==> config.mk <==
export PLATFORM = sky130hd
export DESIGN_NAME = game_state_ctrl
export DESIGN_NICKNAME = d
export VERILOG_FILES = /design/src/rtl/game_state_ctrl.sv
export SDC_FILE = /design/constraint.sdc
export NUM_CORES = 1
export LEC_CHECK = 0
export CORE_UTILIZATION = 46
export CTS_CLUSTER_SIZE = 8
export DETAILED_ROUTE_END_ITERATION = 10
export PLACE_DENSITY_LB_ADDON = 0.25
export SLEW_MARGIN = 5
export SYNTH_ARGS = -nofsm -noshare
export SYNTH_HDL_FRONTEND = slang
export SYNTH_SLANG_ARGS = --single-unit
==> constraint.sdc <==
create_clock -name sys_clk -period 1.5 [get_ports sys_clk]
set_clock_uncertainty 0.05 [all_clocks]
set_input_delay 0.225 -clock sys_clk [delete_from_list [all_inputs] [get_ports sys_clk]]
set_output_delay 0.225 -clock sys_clk [all_outputs]
set_load 0.1 [all_outputs]
==> src/rtl/game_state_ctrl.sv <==
// Snake game sequencer: game_state FSM, step gating, direction filter.
// Optional PAUSE state enabled by defining GAME_PAUSE_EN.
module game_state_ctrl #(
  parameter int unsigned START_HOLD_FRAMES = 30,
  parameter int unsigned END_HOLD_FRAMES   = 120
) (
  input  logic       sys_clk,
  input  logic       sys_reset_n,
  input  logic       frame_tick,
  input  logic       upd_tick,
  input  logic       btn_start,
  input  logic       dir_req_valid,
  input  logic [1:0] dir_req,
  input  logic       game_over_in,
  input  logic       game_won_in,
  output logic [2:0] game_state,
  output logic [1:0] direction,
  output logic       step_en,
  output logic       logic_reset_p
);

  typedef enum logic [2:0] {
    S_START  = 3'b000,
    S_INGAME = 3'b001,
    S_PAUSE  = 3'b010,
    S_OVER   = 3'b011,
    S_WON    = 3'b100
  } state_t;

  localparam logic [7:0] START_HOLD = START_HOLD_FRAMES[7:0];
  localparam logic [7:0] END_HOLD   = END_HOLD_FRAMES[7:0];

  state_t     state;
  state_t     state_n;
  logic [7:0] frame_cnt;
  logic [1:0] pending;
  logic       upd_d;
  logic       stay_ingame;

  always_comb begin
    state_n       = state;
    logic_reset_p = 1'b1;
    case (state)
      S_START: begin
        if (btn_start && frame_cnt >= START_HOLD)
          state_n = S_INGAME;
      end
      S_INGAME: begin
        logic_reset_p = 1'b0;
        if (game_over_in)
          state_n = S_OVER;
        else if (game_won_in)
          state_n = S_WON;
`ifdef GAME_PAUSE_EN
        else if (btn_start)
          state_n = S_PAUSE;
`endif
      end
`ifdef GAME_PAUSE_EN
      S_PAUSE: begin
        logic_reset_p = 1'b0;
        if (game_over_in)
          state_n = S_OVER;
        else if (game_won_in)
          state_n = S_WON;
        else if (btn_start)
          state_n = S_INGAME;
      end
`endif
      S_OVER, S_WON: begin
        logic_reset_p = 1'b0;
        if (btn_start && frame_cnt >= END_HOLD)
          state_n = S_START;
      end
      default: state_n = S_START;
    endcase
    if (!sys_reset_n)
      state_n = S_START;
  end

  // Steps only fire while play continues through this cycle
  assign stay_ingame = (state == S_INGAME) && (state_n == S_INGAME);
  assign step_en     = upd_d && stay_ingame;
  assign game_state  = state;

  always_ff @(posedge sys_clk) begin
    if (!sys_reset_n) begin
      state     <= S_START;
      direction <= 2'b11;
      pending   <= 2'b11;
      frame_cnt <= 8'd0;
      upd_d     <= 1'b0;
    end else begin
      state <= state_n;
      upd_d <= upd_tick && stay_ingame;
      if (state_n != state)
        frame_cnt <= 8'd0;
      else if (frame_tick && frame_cnt != 8'hff)
        frame_cnt <= frame_cnt + 8'd1;
      if (state_n == S_START && state != S_START) begin
        direction <= 2'b11;
        pending   <= 2'b11;
      end else if (state == S_START) begin
        if (dir_req_valid) begin
          direction <= dir_req;
          pending   <= dir_req;
        end
      end else if (state == S_INGAME) begin
        // Reversal is judged against the committed heading
        if (dir_req_valid && dir_req != (direction ^ 2'b01))
          pending <= dir_req;
        if (step_en)
          direction <= pending;
      end
    end
  end

endmodule

# Yosys cells after proc, flatten, opt, wreduce, memory -nomap -nowiden
# Index checks and enable logic that the tools add are counted.
# totals
ff_bits	16
in_bits	10
# op_classes
n_reduce_logical	20
addsub	1
mux	14
eq_ne	8
order_cmp	2
bitwise	2
# op_table
cell	n
$mux 3	5
$mux 2	7
$pmux 3 s3	1
$add 8x1->8 const B	1
$ge 8x5->1 const B	1
$ge 8x7->1 const B	1
$logic_and 1x1->1	8
$ne 8x8->1 const B	1
$eq 3x1->1 const B	2
$logic_not 3->1	2
$reduce_and 3->1	2
$reduce_bool 2->1	3
$reduce_or 2->1	3
$eq 3x2->1 const B	1
$eq 3x3->1 const B	1
$ne 3x3->1	1
$reduce_bool 3->1	1
$reduce_or 3->1	1
$ne 2x2->1	1
$ne 2x2->1 const B	1
$not 1->1	2
$mux 1	1

# Depth between registers and ports, before layout
# Gate-level depths: netlist of run 1.
# logic_depth
word_depth	11
depth_mapped	6
depth_no_buf	6

# Least setup slack after synthesis of run 1
# OpenSTA, ideal clock, no wires.
# synth_path
path_type	reg2out
from	register state[0] (netlist: game_state[0])
to	output logic_reset_p
stages_incl_launch_ff	4
t_arrival_ns	2.837
n_path_buf	1
slack_ns	-1.612
cell_sequence	dfxtp_1 > buf_2 > nor2_1 > a21oi_1
# synth_via
elab_chain_len	3
# synth_lines
element	line	source
start: declaration	33	state_t state;
start signal: assignment	94	state <= state_n;
$eq 3x1->1, or another cell as far along	43	case (state)
$reduce_or 3->1 (no line) *	--	
$mux 1 *	43	
end: declaration	19	output logic logic_reset_p
# Every way passes the cells marked *; elsewhere a longest branch is shown, timed or not.

# Final worst setup path of run 1
# layout_path
from	register state[0] (netlist: game_state[0])
to	output step_en
# layout_via
elab_chain_len	7
# layout_lines
element	line	source
$eq 3x2->1, or another cell as far along	43	
$reduce_or 2->1 or $mux 3 (tied branches)	--	
$pmux 3 s3	43	
$mux 3	77	if (!sys_reset_n)
$eq 3x1->1	82	assign stay_ingame = (state == S_INGAME) && (state_n == S_INGAME);
$logic_and 1x1->1 *	82	
$logic_and 1x1->1 *	83	assign step_en = upd_d && stay_ingame;
end: declaration	18	output logic step_en,
# Marks and branches as above.

==> results of run 1 <==
## power by group through the flow
stage | Clock [uW] | Sequential (uW) | Combinational (uW)
2_1_floorplan | 0 | 480 | 56.1
3_3_place_gp | 0 | 452 | 171
3_5_place_dp | 0 | 453 | 174
4_1_cts | 235 | 445 | 183
5_1_grt | 259 | 447 | 207
6_report | 238 | 445 | 193
## logic make-up (layout without fill, tap and decap cells)
group	count (synthesis)	count (layout)	synth area share [%]
buffers and inverters	10	57	5.87
adder cells (fa/ha/maj)	2	2	2.61
flip-flops	16	16	33.4
AO/OA/AOI/OAI	31	31	24.1
AND/OR/NAND/NOR	44	44	26.2
XOR/XNOR	4	4	3.65
multiplexers	4	4	4.17
## cell usage in the layout, fill, tap and decap left out, types with 3 or more instances in the layout
cell,count
sky130_fd_sc_hd__dfxtp_4,5
sky130_fd_sc_hd__nor2_2,3
sky130_fd_sc_hd__buf_4,32
sky130_fd_sc_hd__nand2_1,7
sky130_fd_sc_hd__nand3_1,8
sky130_fd_sc_hd__nor3_2,3
sky130_fd_sc_hd__a21oi_1,6
sky130_fd_sc_hd__buf_12,7
sky130_fd_sc_hd__a211oi_2,3
sky130_fd_sc_hd__clkbuf_4,3
sky130_fd_sc_hd__mux2i_1,4
sky130_fd_sc_hd__o21ai_0,3
sky130_fd_sc_hd__a31oi_1,3
sky130_fd_sc_hd__dfxtp_1,9
sky130_fd_sc_hd__o211ai_1,3
sky130_fd_sc_hd__clkdlybuf4s50_1,6
sky130_fd_sc_hd__dlygate4sd2_1,3
sky130_fd_sc_hd__nor2_1,6
## per-layer routing
| layer | global-route usage (%) | vias to the layer above | part of all wire, % |
|---|---|---|---|
| li1 | - | 517 | - |
| met1 | 34.4 | 492 | 44 |
| met2 | 41.9 | 35 | 50 |
| met3 | 5.66 | 8 | 4.0 |
| met4 | 7.78 | 0 | 2.2 |
| met5 | 0 | - | 0 |
## flip-flops by register name (all words and copies together) (netlist names)
| signal | flops |
|---|---|
| game_state | 3 |
| upd_d | 1 |
| pending | 2 |
| direction | 2 |
| frame_cnt | 8 |
## worst register-to-register path, cell delays in order (launching register included)
cell and delay (ns):
sky130_fd_sc_hd__dfxtp_2 0.33, sky130_fd_sc_hd__and4_4 0.18, sky130_fd_sc_hd__o21a_1 0.19, sky130_fd_sc_hd__a2111o_4 0.58, sky130_fd_sc_hd__nor3b_2 0.17
## cells in the mapped netlist, types with 2 or more instances
cell type	count
sky130_fd_sc_hd__a211oi_2	3
sky130_fd_sc_hd__a21oi_1	8
sky130_fd_sc_hd__a31oi_1	4
sky130_fd_sc_hd__and3_1	3
sky130_fd_sc_hd__buf_2	3
sky130_fd_sc_hd__buf_6	2
sky130_fd_sc_hd__clkbuf_1	2
sky130_fd_sc_hd__dfxtp_1	16
sky130_fd_sc_hd__ha_1	2
sky130_fd_sc_hd__inv_1	3
sky130_fd_sc_hd__mux2i_1	4
sky130_fd_sc_hd__nand2_1	7
sky130_fd_sc_hd__nand2b_1	2
sky130_fd_sc_hd__nand3_1	8
sky130_fd_sc_hd__nand4_1	2
sky130_fd_sc_hd__nor2_1	9
sky130_fd_sc_hd__nor3_1	2
sky130_fd_sc_hd__nor3_2	2
sky130_fd_sc_hd__nor4_1	2
sky130_fd_sc_hd__o211ai_1	3
sky130_fd_sc_hd__o21a_1	2
sky130_fd_sc_hd__o21ai_0	4
sky130_fd_sc_hd__xnor2_1	2
sky130_fd_sc_hd__xor2_1	2
## repair_timing
action	CTS	global route
resized for setup	15	11
setup buffers	6	2
pin swaps	3	7
endpoints found under the setup margin	11	16
## layout make-up
cell class | count | area, um^2 | share of cell area [%]
multi-input combinational | 85 | 726 | 44.6
timing repair buffer | 50 | 489 | 30.1
sequential | 16 | 342 | 21.0
tap | 27 | 33.8 | 2.08
clock buffer | 3 | 22.5 | 1.38
inverter | 3 | 11.3 | 0.692
clock inverter | 1 | 3.75 | 0.231
## stage by stage
| step | total power [uW] | setup slack, ns | utilization [%] | cell area, um^2 | cells |
|---|---|---|---|---|---|
| floorplan | 536 | -0.179 | - | 1050 | 111 |
| global placement | 623 | -0.352 | 73.5 | 1440 | 173 |
| detailed placement | 627 | -0.432 | 73.5 | 1440 | 173 |
| CTS | 864 | -0.0933 | 79.8 | 1570 | 183 |
| global route | 914 | -0.173 | 83.0 | 1630 | 185 |
| finish | 876 | -0.114 | 83.0 | 1630 | 185 |
## worst paths after layout
kind / end / start / depth (start not counted) / slack, ns
max: step_en / game_state[0] / 3 / -0.11
min: pending[0] / pending[0] / 2 / 0.43
max reg2reg: frame_cnt[5] / frame_cnt[5] / 4 / -0.07
min reg2reg: pending[0] / pending[0] / 2 / 0.43
==> Flow_metrics.wiki, run 1 <==
{| class="wikitable"
! Metric !! Value
|-
| Sw frac || ~29%
|-
| Hold Slack || around 0.43 ns
|-
| Top cell family by delay on the critical path || simple AND/OR/NAND/NOR gates
|-
| Filler Cell Count || 115
|-
| Vias || 1052
|-
| Sort of element at the start of the critical path || flip-flop
|-
| Number of rows created at floorplan || 16
|-
| Final critical-path share of the clock period || 108%
|-
| Half-perimeter wire length of the detailed placement result || about 1900 um
|-
| Die extent in y || 47.7 um
|-
| Async set or reset register ratio after synthesis || 0%
|-
| Synth cell types || 38
|-
| Fraction of layout instances using a drive strength above 1 || between 50% and 60%
|-
| Max-cap violations || 0
|-
| List of cells traversed by the critical path || nor4bb_4 > and3_4 > buf_12
|-
| Yosys Warn Count || 0
|-
| Power density cells || approximately 540 nW/um^2
|-
| Top cell type's share of synthesized area || between 30% and 40%
|-
| Final ANT Viol Nets || 0
|-
| Buffers plus inverters on the worst setup path || 1
|-
| P_int || 626 uW
|-
| Width of the die || 47.7 um
|-
| Clock tree from TritonCTS || done
|-
| Number of search-and-repair iterations in the first detailed-routing pass || 4
|-
| Antenna Cells || 0
|-
| Gate count of the mapped netlist || 111
|-
| Wire length after detailed routing || 2800 um
|-
| Worst relative slew slack || between 70% and 80%
|-
| Clock edge transition at the registers on the reported setup and hold paths || 0.10 ns
|-
| Maximum number of pins on one net before global-route repair || 10
|-
| Fmax || 620 MHz
|-
| Area growth from synthesis to layout || 69.6%
|-
| Mapped Nets || 123
|-
| Aggregate global-route resource usage || 25.8%
|-
| Final RePlAce weighted congestion || between 0.8 and 0.9
|-
| Reported leakage power || 0.000637 uW
|-
| Clock tree sinks || 16
|-
| Vias in the first global route || about 940
|-
| Clock buffers created by TritonCTS || 3
|-
| Post-synth EDFFs || 0
|-
| Total standard cell area after synthesis || 960 um^2
|-
| Core ar. || 1960 um^2
|-
| First-pass GRT wire length || 4150 um
|-
| Post-route minimum period || 1.61 ns
|-
| I/O pin cnt || 17
|-
| Antenna violations before repair || 0
|-
| Worst-case setup margin in the final layout || -0.114 ns
|-
| Arrival time worst endpoint || 1.34 ns
|-
| Sequential Power Share || approximately 51%
|-
| Library cell contributing the largest single delay on the critical path || sky130_fd_sc_hd__dfxtp_4
|-
| Htree depth || 1
|-
| Violations in the final reports || setup timing
|-
| DR DRC count || 0
|-
| Quantity of hold-fixing buffers added after cts || 0
|-
| Most used flip-flop cell after synthesis || sky130_fd_sc_hd__dfxtp_1
|-
| FF+latch count, synth || 16
|-
| Highest net fanout along the worst path || 6
|-
| VDD IR max || around 0.65 mV
|-
| Insertion delay to the later sink of the worst-skew pair || 0.29 ns
|-
| Input/output buffers || 16
|-
| Final setup fails || 9
|-
| Root buf cell || sky130_fd_sc_hd__clkbuf_4
|-
| Number of violations reported at the end of detailed-routing iteration 0 || 23
|-
| Net count, final || 171
|-
| Switching pwr || roughly 250 uW
|-
| Critical path required time || 1.22 ns
|-
| Buffer levels on the longest clock path || 2
|-
| Die Area || 2270 um^2
|-
| Measured slew at the worst slew-check pin || 0.441 ns
|-
| Number of max-slew violations in the final report || 0
|-
| Synth area leader || sky130_fd_sc_hd__dfxtp_1
|-
| Part of the total power dissipated in the clock network || 27.1%
|-
| Result of the run || finished, violations left
|-
| Per-cell routed wire length || 15.1 um
|-
| Via-to-Cell Ratio || 5.69
|-
| Total negative slack for setup checks || -0.410 ns
|-
| Proportion of synthesized chip area in sequential cells || 33.4%
|-
| Synth area leaders || sky130_fd_sc_hd__dfxtp_1 33%, sky130_fd_sc_hd__a21oi_1 4.2%, sky130_fd_sc_hd__mux2i_1 4.2%
|-
| Largest incremental delay on the critical path || 0.39 ns
|-
| Comb pwr share || 22.0%
|-
| Post-synthesis area per instance || 8.65 um^2
|-
| Remaining global-route overflow || 0
|-
| Type of destination of the critical path || primary output
|-
| Hold Fails Final Rpt || 0
|-
| Effective utilization at floorplan || around 49%
|-
| Setup repair after global routing missed its margin || true
|-
| Hold WC Path Type || reg2reg
|-
| Type of the worst setup path || reg2out
|}
(Power assumes the default switching activity.)
==> inputs of run 2 (changes only) <==
Settings changed: PLACE_DENSITY_LB_ADDON 0.25 to 0.05.
==> Flow_metrics.wiki, run 2 (synthesized netlist as in run 1, its figures left out) <==
{| class="wikitable"
! Metric !! Value
|-
| Result of the run || finished, violations left (unchanged)
|-
| Violations in the final reports || setup timing (unchanged)
|-
| Fmax || 622 MHz (was 620 MHz)
|-
| First-pass GRT wire length || 3800 um (was 4150 um)
|-
| Fraction of layout instances using a drive strength above 1 || 50.6% (was 50.0%)
|-
| Max-cap violations || 0 (unchanged)
|-
| Number of search-and-repair iterations in the first detailed-routing pass || 4 (unchanged)
|-
| Sort of element at the start of the critical path || flip-flop (unchanged)
|-
| Die Area || 2270 um^2 (unchanged)
|-
| Wire length after detailed routing || 3000 um (was 2800 um)
|-
| Measured slew at the worst slew-check pin || 0.379 ns (was 0.441 ns)
|-
| DR DRC count || 0 (unchanged)
|-
| Worst-case setup margin in the final layout || -0.109 ns (was -0.114 ns)
|-
| Library cell contributing the largest single delay on the critical path || sky130_fd_sc_hd__or4b_4 (was sky130_fd_sc_hd__dfxtp_4)
|-
| List of cells traversed by the critical path || buf_6 > or4b_4 > a21oi_4 > buf_4 > a31oi_1 > a21oi_1 (was nor4bb_4 > and3_4 > buf_12)
|-
| Reported leakage power || 0.000650 uW (was 0.000637 uW)
|-
| Post-Route Utilization || 84.1% (was 83.0%)
|-
| Leading cell types in the layout, fill and taps excluded || 28 x sky130_fd_sc_hd__buf_4, 9 x sky130_fd_sc_hd__dfxtp_1 (was 32 x sky130_fd_sc_hd__buf_4, 9 x sky130_fd_sc_hd__dfxtp_1, 8 x sky130_fd_sc_hd__nand3_1, 7 x sky130_fd_sc_hd__nand2_1, 7 x sky130_fd_sc_hd__buf_12)
|-
| Highest net fanout along the worst path || 6 (unchanged)
|-
| Quantity of hold-fixing buffers added after cts || 0 (unchanged)
|-
| Insertion delay to the later sink of the worst-skew pair || 0.29 ns (about the same)
|-
| Htree depth || 1 (unchanged)
|-
| Biggest register || frame_cnt (unchanged)
|-
| Pre-CTS worst setup slack || -0.372 ns (was -0.432 ns)
|-
| Largest incremental delay on the critical path || 0.49 ns (was 0.39 ns)
|-
| Area growth from synthesis to layout || 71.8% (was 69.6%)
|-
| Input/output buffers || 16 (unchanged)
|-
| Via-to-Cell Ratio || 5.94 (was 5.69)
|-
| Hold Slack || 0.323 ns (was 0.434 ns)
|-
| Final ANT Viol Nets || 0 (unchanged)
|-
| Worst relative slew slack || 74.5% (was 70.4%)
|-
| Type of destination of the critical path || flip-flop (was primary output)
|-
| Number of violations reported at the end of detailed-routing iteration 0 || 38 (was 23)
|-
| Clock buffers created by TritonCTS || 3 (unchanged)
|-
| Hold Fails Final Rpt || 0 (unchanged)
|-
| Half-perimeter wire length of the detailed placement result || 1890 um (was 1910 um)
|-
| Antenna Cells || 0 (unchanged)
|-
| Number of max-slew violations in the final report || 0 (unchanged)
|-
| Type of the worst setup path || reg2reg (was reg2out)
|-
| Number of flip-flops in the largest register || 8 (unchanged)
|-
| Maximum number of pins on one net before global-route repair || 10 (unchanged)
|-
| Arrival time worst endpoint || 1.76 ns (was 1.34 ns)
|-
| Clock edge transition at the registers on the reported setup and hold paths || 0.10 ns (about the same)
|-
| Final critical-path share of the clock period || 107% (was 108%)
|-
| Number of rows created at floorplan || 16 (unchanged)
|-
| Antenna violations before repair || 0 (unchanged)
|-
| Critical path required time || 1.65 ns (was 1.22 ns)
|-
| VDD IR max || 0.685 mV (was 0.654 mV)
|-
| Vias || 1099 (was 1052)
|-
| Final RePlAce weighted congestion || 0.830 (was 0.829)
|-
| Aggregate global-route resource usage || 23.9% (was 25.8%)
|-
| Remaining global-route overflow || 0 (unchanged)
|-
| Width of the die || 47.7 um (unchanged)
|-
| Vias in the first global route || 877 (was 943)
|-
| Overall power consumption || 887 uW (was 876 uW)
|-
| Net count, final || 171 (unchanged)
|-
| Clock tree from TritonCTS || done (unchanged)
|-
| I/O pin cnt || 17 (unchanged)
|-
| Clock tree sinks || 16 (unchanged)
|-
| Most common library cell in the layout ignoring fill and taps || sky130_fd_sc_hd__buf_4 (unchanged)
|-
| Total negative slack for setup checks || -0.754 ns (was -0.410 ns)
|-
| Final setup fails || 13 (was 9)
|-
| Power density cells || 538 nW/um^2 (about the same)
|-
| Buffer levels on the longest clock path || 2 (unchanged)
|-
| Setup repair after global routing missed its margin || true (unchanged)
|-
| Effective utilization at floorplan || 48.9% (unchanged)
|-
| Core ar. || 1960 um^2 (unchanged)
|-
| Per-cell routed wire length || 16.2 um (was 15.1 um)
|-
| Die extent in y || 47.7 um (unchanged)
|-
| Hold WC Path Type || in2reg (was reg2reg)
|-
| Post-route minimum period || 1.61 ns (about the same)
|-
| Root buf cell || sky130_fd_sc_hd__clkbuf_4 (unchanged)
|}
[run 2: cell types whose count changed in the layout (fill, tap and decap cells not counted), sizes merged]
cell / change
clkbuf: +2
clkinv: -1
dlygate4sd2: -2
dlymetal6s2s: +1
[run 2: layout make-up]
type | instances | area (um^2)
clock buffer | 4 | 26.3
multi-input combinational | 85 | 727
fill | 122 | 313
tap | 27 | 33.8
inverter | 3 | 13.8
timing repair buffer | 50 | 504
sequential | 16 | 344
[run 2: path summary, 6_finish.rpt]
| kind | from | slack [ns] | depth (start not counted) | end |
|---|---|---|---|---|
| setup / recovery | game_state[0] | -0.11 | 6 | game_state[0] |
| hold / removal | sys_reset_n | 0.32 | 4 | game_state[1] |
| setup reg to reg | game_state[0] | -0.11 | 6 | game_state[0] |
| hold reg to reg | pending[0] | 0.46 | 2 | pending[0] |
[run 2: power by group]
| group | switching, uW | total [uW] | leakage, uW | internal, uW |
|---|---|---|---|---|
| clock | 142 | 245 | 0.0000150 | 103 |
| sequential | 16.2 | 449 | 0.000134 | 432 |
| combinational | 96.3 | 193 | 0.000502 | 96.6 |
[run 2: worst max-delay path, delay by kind of cell (launching register included)]
kind                   cells  cell delay [ns]
flip-flops                 1             0.35
AND/OR/NAND/NOR            1             0.49
AO/OA/AOI/OAI              3             0.37
buffers and inverters      2             0.25
[run 2: stage by stage]
step | cells | instance area, um^2
finish | 185 | 1650
global route | 185 | 1650
CTS | 182 | 1580
detailed placement | 172 | 1440
global placement | 172 | 1440
floorplan | 111 | 1050
[run 2: repair_timing]
item / in CTS / in global routing
buffers inserted: 6 / 5
gates resized for setup: 18 / 14
pin swaps: 6 / 10
setup endpoints to repair: 12 / 15
[run 2: routing by layer]
metal | track usage, % | share of wire, % | wire [um] | vias to the layer above
met3 | 4.15 | 5.4 | 162 | 15
met5 | 0 | 0 | 0 | -
met4 | 9.44 | 3.3 | 100 | 0
met1 | 33.6 | 43 | 1280 | 517
met2 | 36.4 | 48 | 1450 | 55
li1 | - | - | - | 512
